===== config.mk =====
export PLATFORM = sky130hd
export DESIGN_NAME = alu_operand_loader
export DESIGN_NICKNAME = d
export VERILOG_FILES = /design/src/rtl/alu_operand_loader.sv
export SDC_FILE = /design/constraint.sdc
export NUM_CORES = 1
export LEC_CHECK = 0
export BUFFER_PORTS_ARGS = -buffer_cell sky130_fd_sc_hd__clkbuf_2
export CORE_MARGIN = 8
export CORE_UTILIZATION = 38
export CTS_CLUSTER_SIZE = 16
export DETAILED_ROUTE_END_ITERATION = 10
export GPL_TIMING_DRIVEN = 0
export SYNTH_ARGS = -nofsm -noshare
export SYNTH_HDL_FRONTEND = slang
export SYNTH_SLANG_ARGS = --single-unit
export TNS_END_PERCENT = 50

===== constraint.sdc =====
create_clock -name clock -period 1.7 [get_ports clock]
set_input_delay 0.34 -clock clock [delete_from_list [all_inputs] [get_ports clock]]
set_output_delay 0.34 -clock clock [all_outputs]
set_load 0.01 [all_outputs]

===== src/rtl/alu_operand_loader.sv =====
// ALU front end: captures operands/opcode from the databus, issues a start pulse,
// waits out the fixed ALU latency and pulses grab for the result latch.
module alu_operand_loader #(
    parameter int unsigned ALU_LATENCY = 2
) (
    input  logic       clock,
    input  logic       reset,
    input  logic [7:0] bus_in,
    input  logic       load_a,
    input  logic       load_b,
    input  logic       load_op,
    input  logic       execute,
    output logic [7:0] operand_a,
    output logic [7:0] operand_b,
    output logic [3:0] opcode,
    output logic       alu_start,
    output logic       grab,
    output logic       busy,
    output logic       reject
);

    localparam int unsigned DATA_W = 8;
    localparam int unsigned OP_W   = 4;
    localparam int unsigned CNT_W  = 4;

    typedef enum logic [1:0] {
        S_IDLE  = 2'd0,
        S_ISSUE = 2'd1,
        S_WAIT  = 2'd2,
        S_GRAB  = 2'd3
    } state_t;

    state_t             state;
    state_t             state_next;
    logic [CNT_W-1:0]   counter;
    logic [CNT_W-1:0]   counter_next;
    logic               load_en;
    logic               any_strobe;
    logic               reject_next;

    // State and latency counter register
    always_ff @(posedge clock or posedge reset) begin
        if (reset) begin
            state   <= S_IDLE;
            counter <= '0;
        end else begin
            state   <= state_next;
            counter <= counter_next;
        end
    end

    // Next-state, counter and strobe-acceptance decode
    always_comb begin
        state_next   = state;
        counter_next = counter;
        load_en      = 1'b0;
        any_strobe   = load_a | load_b | load_op | execute;
        reject_next  = 1'b0;

        case (state)
            S_IDLE: begin
                load_en = 1'b1;
                if (execute) begin
                    state_next = S_ISSUE;
                end
            end
            S_ISSUE: begin
                reject_next  = any_strobe;
                counter_next = CNT_W'(ALU_LATENCY - 1);
                state_next   = (ALU_LATENCY == 1) ? S_GRAB : S_WAIT;
            end
            S_WAIT: begin
                reject_next = any_strobe;
                if (counter == CNT_W'(1)) begin
                    state_next = S_GRAB;
                end else begin
                    counter_next = counter - CNT_W'(1);
                end
            end
            S_GRAB: begin
                reject_next = any_strobe;
                state_next  = S_IDLE;
            end
            default: begin
                state_next = S_IDLE;
            end
        endcase
    end

    // Operand/opcode registers: written only on strobes accepted in IDLE
    always_ff @(posedge clock or posedge reset) begin
        if (reset) begin
            operand_a <= '0;
            operand_b <= '0;
            opcode    <= '0;
        end else if (load_en) begin
            if (load_a) begin
                operand_a <= DATA_W'(bus_in);
            end
            if (load_b) begin
                operand_b <= DATA_W'(bus_in);
            end
            if (load_op) begin
                opcode <= OP_W'(bus_in[3:0]);
            end
        end
    end

    // Control outputs track the state register, so they are loaded from its next value
    always_ff @(posedge clock or posedge reset) begin
        if (reset) begin
            alu_start <= 1'b0;
            grab      <= 1'b0;
            busy      <= 1'b0;
            reject    <= 1'b0;
        end else begin
            alu_start <= (state_next == S_ISSUE);
            grab      <= (state_next == S_GRAB);
            busy      <= (state_next != S_IDLE);
            reject    <= reject_next;
        end
    end

endmodule


Word level (Yosys, flattened, before mapping)
Index checks and enable logic that the tools add are counted.

cells by class
  add/subtract/negate cells = 1
  equal/unequal tests = 7
  muxes and demuxes = 7
  bitwise operators = 3
  reductions and logical operators = 8

operator list
  operator                                             number
  case mux 2 bit (4 select lines)                      1
  case mux 4 bit (2 select lines)                      1
  AND reduction 2 bit                                  4
  equality test 2 bit, second input constant           3
  equality test 2 x 1 -> 1 bit, second input constant  2
  equality test 4 x 1 -> 1 bit, second input constant  1
  2-to-1 mux 2 bit                                     2
  2-to-1 mux 4 bit                                     1
  nonzero test 2 bit                                   2
  subtractor 4 x 1 -> 4 bit, second input constant     1
  OR 1 bit                                             3
  OR reduction 3 bit                                   1
  zero test 2 bit                                      1
  2-to-1 mux 1 bit                                     2
  inequality test 2 bit, second input constant         1

storage, ports and cells
  register bits = 30
  word-level logic and storage cells = 35

Depth between registers and ports, before layout
  word-level depth = 4
  gate-level depth with buffers = 6
  gate-level depth less buffers = 5

Least setup slack after synthesis
Ideal clock, no wire load.

  path kind = register to register
  start = reg counter[1]
  end = reg grab
  setup time = 0.066 ns
  data arrival time = 1.389 ns
  required time = 1.634 ns
  setup slack = 0.244 ns
  stages on the path, launching flop included = 6
  buffers on the path = 0
  clock period less this slack = 1.456 ns
  cells stage by stage = dfrtp_1 inv_1 ha_1 or3b_4 a211oi_2 and2_1

on the way
  word-level cells in the longest chain between the ends = 4

RTL lines
  what                             line  text
  from (decl)                      35    logic [CNT_W-1:0] counter;
  from (signal assigned)           48    counter <= counter_next;
  equality test 4 x 1 -> 1 bit     74    if (counter == CNT_W'(1)) begin
  2-to-1 mux 2 bit                 74
  case mux 2 bit (4 select lines)  60    case (state)
  via state_next[0]                34    state_t state_next;
  equality test 2 bit              118   grab <= (state_next == S_GRAB);
  to (signal assigned)             118
  to (decl)                        17    output logic grab,

The timed path passes the listed nets, and every way through them passes these cells.
A chain may end at the register's enable or synchronous reset.

Worst setup path in the final report
  start = reg state[0]
  end = reg operand_b[7]

on the way
  word-level cells in the longest chain between the ends = 3

RTL lines
  what                           line  text
  from (decl)                    33    state_t state;
  from (signal assigned)         47    state <= state_next;
  zero test 2 bit                60
  2-to-1 mux 1 bit               60
  AND reduction 2 bit (no line)  --
  to (signal assigned)           101   operand_b <= DATA_W'(bus_in);
  to (decl)                      14    output logic [7:0] operand_b,

Every way passes these cells.

==> flow_summary.yaml <==
setup_path:
  arrival_ps: 1850
  path_cells: "inv_1 > ha_1 > nand2_1 > mux2_2"
  cp-end-kind: "flip-flop"
  crit_buf_inv: 1
  cp.depth: 4
  start_kind: "flip-flop"
  max_stage_delay_ps: 410
  crit_path_max_fanout: 8
  reg2reg_from: "state[0]"
  reg2reg_depth: 4
  critPathRequiredTime_ps: 1920
  critical_path_class: "flip-flop to flip-flop"
  slowest_stage: "dfrtp_1"
  critPathLaunch: "state[0]"
  path_delay_family: "flip-flops"
sta:
  max_freq_ghz: 0.614
  worst_pin_slew_ps: 1080
  finalMaxSlewViolations: 0
  setup_viol: 0
  period_share_pct: 95.8
  maxSlewHeadroom_pct: 28.1
  finalHoldViolCount: 0
  clock_skew_ps: 3.23
  period_minus_slack_ps: 1630
  rsz0062_at_grt: "yes"
synth:
  syn_nets: 112
  seq_area_frac_synth_pct: 60.1
  ys_ff_latch: 30
  async_flop_share_pct: 100
  avgSynthCellArea_sq_um: 13.6
  postSynthCellCount: 92
  synth_area_sq_um: 1250
  synth_warnings: 0
  ys_types: 24
  synth-edff-count: 0
  dominantRegCellSynth: "dfrtp_1"
cells_and_area:
  layout.cells.non_filler: 182
  area_growth_syn_to_layout_pct: 26.8
  drive_gt1_share_pct: 50.0
  n_fill_cell: 335
  fin_util_pct: 48.6
  nNetsFinal: 155
  antennaDiodeCount: 0
floorplan:
  die_x_um: 73.3
  row_count: 21
  die_y_um: 73.3
  boundaryPins: 38
  coreArea_sq_um: 3260
  dieArea_sq_um: 5380
  start_util_pct: 38.3
clock_tree:
  htreeDepth: 2
  cts_root_buf: "clkbuf_4"
  cts.sinks: 30
  cts_setup_buffers: 0
  cts_buffers: 5
  holdBufCountCts: 0
  cts_tree: "yes"
  clk_latency_ps: 330
  clk_pin_slew_ps: 90
  cts_resized: 0
  cts_buffer_depth: 2
routing:
  dr.pass1.iters: 4
  drtAntennaViolNets: 0
  wirelength_um: 2640
  drtIter0Drc: 15
  num_vias: 856
  drc: 0
  vias_per_cell: 4.70
  wl_per_cell_um: 14.5
run_status:
  outcome: "finished clean"
global_route:
  antenna_found_initial: 0
  grt_first_pass_wirelength_um: 4380
  grt.total_usage_pct: 10.8
  grt_pass1_vias: 970
  grt_overflow: 0
  grt_start_max_net_pins: 31
placement:
  portBuffers: 37
  hpwl_um: 1920
  gp_congestion: 0.818
  dp.cells: 175
pwr:
  p_total_w: 0.00289
  p_leak_nw: 0.767
  power.density_nw_per_um2: 1830
  irDropWorstVdd_uv: 841
job:
  maxCapViolCount: 0
hold_path:
  hold_class: "input pin to asynchronous set/reset pin"
==> layout make-up <==
type	instances	area [sq um]	area share, %
Clock buffer	7	45.0	2.85
Clock inverter	1	30.0	1.90
Inverter	5	18.8	1.19
Multi-Input combinational cell	56	495	31.3
Sequential cell	30	751	47.4
Tap cell	46	57.6	3.64
Timing Repair Buffer	37	185	11.7
==> state kept, by name, summed over array words and instances (netlist names), 2 cells and up <==
signal	flops
opcode	4
operand_a	8
counter	4
state	2
operand_b	8
==> worst paths after layout <==
path	to	slack, ps
min in group clock	reject	250
worst max-delay path	operand_b[7]	70
worst min-delay path	busy	250
worst min register to register	operand_a[4]	510
max in group asynchronous	operand_a[0]	800
worst max register to register	operand_b[7]	70
==> where the power goes <==
part,internal [W],switching (W)
registers,0.00103,0.000151
clock network,0.000312,0.000246
logic,0.000573,0.000587
total,0.00191,0.000983
==> logic make-up after synthesis <==
family	synth area share, %
buf+inv	1.80
fa+ha+maj	6.01
simple gates	8.62
flops	60.1
mux	18.8
compound gates	4.61
==> per-stage QoR <==
step / hold slack (ps) / area (sq um) / setup TNS (ps) / setup WS [ps]
after global placement: 488 / 1490 / 0 / 105
after detailed placement: 492 / 1490 / 0 / 65.2
after floorplan: 431 / 1250 / 0 / 244
after CTS: 239 / 1570 / 0 / 50.8
after global routing: 240 / 1580 / -15.8 / -8.02
final: 248 / 1580 / 0 / 71.8
==> Yosys cell counts, types with 2 or more instances <==
master | n | share of area (%)
nand3_1 | 2 | 0.80
nor2_1 | 6 | 1.8
dfrtp_1 | 30 | 60
ha_1 | 6 | 6.0
o21ai_0 | 2 | 0.80
mux2_2 | 20 | 18
nand2_1 | 5 | 1.5
inv_1 | 5 | 1.5
==> per-layer routing <==
| metal | part of all wire [%] | wire length, um | GRT usage, % |
|---|---|---|---|
| met5 | 0 | 0 | 0 |
| met4 | 2.2 | 59 | 6.21 |
| met3 | 11 | 280 | 5.87 |
| met2 | 46 | 1200 | 16.1 |
| met1 | 41 | 1090 | 12.0 |
==> placed cells by master (no fill, tap or decap), types with 2 or more instances in the layout <==
| cell type | count |
|---|---|
| clkbuf_2 | 37 |
| inv_1 | 4 |
| dfrtp_1 | 30 |
| nand2_1 | 5 |
| mux2_2 | 20 |
| ha_1 | 5 |
| nor2_1 | 6 |
| o21ai_0 | 2 |
| clkbuf_1 | 2 |
| clkbuf_4 | 5 |
| nand3_1 | 2 |
Power figures use the tool's default switching activity.
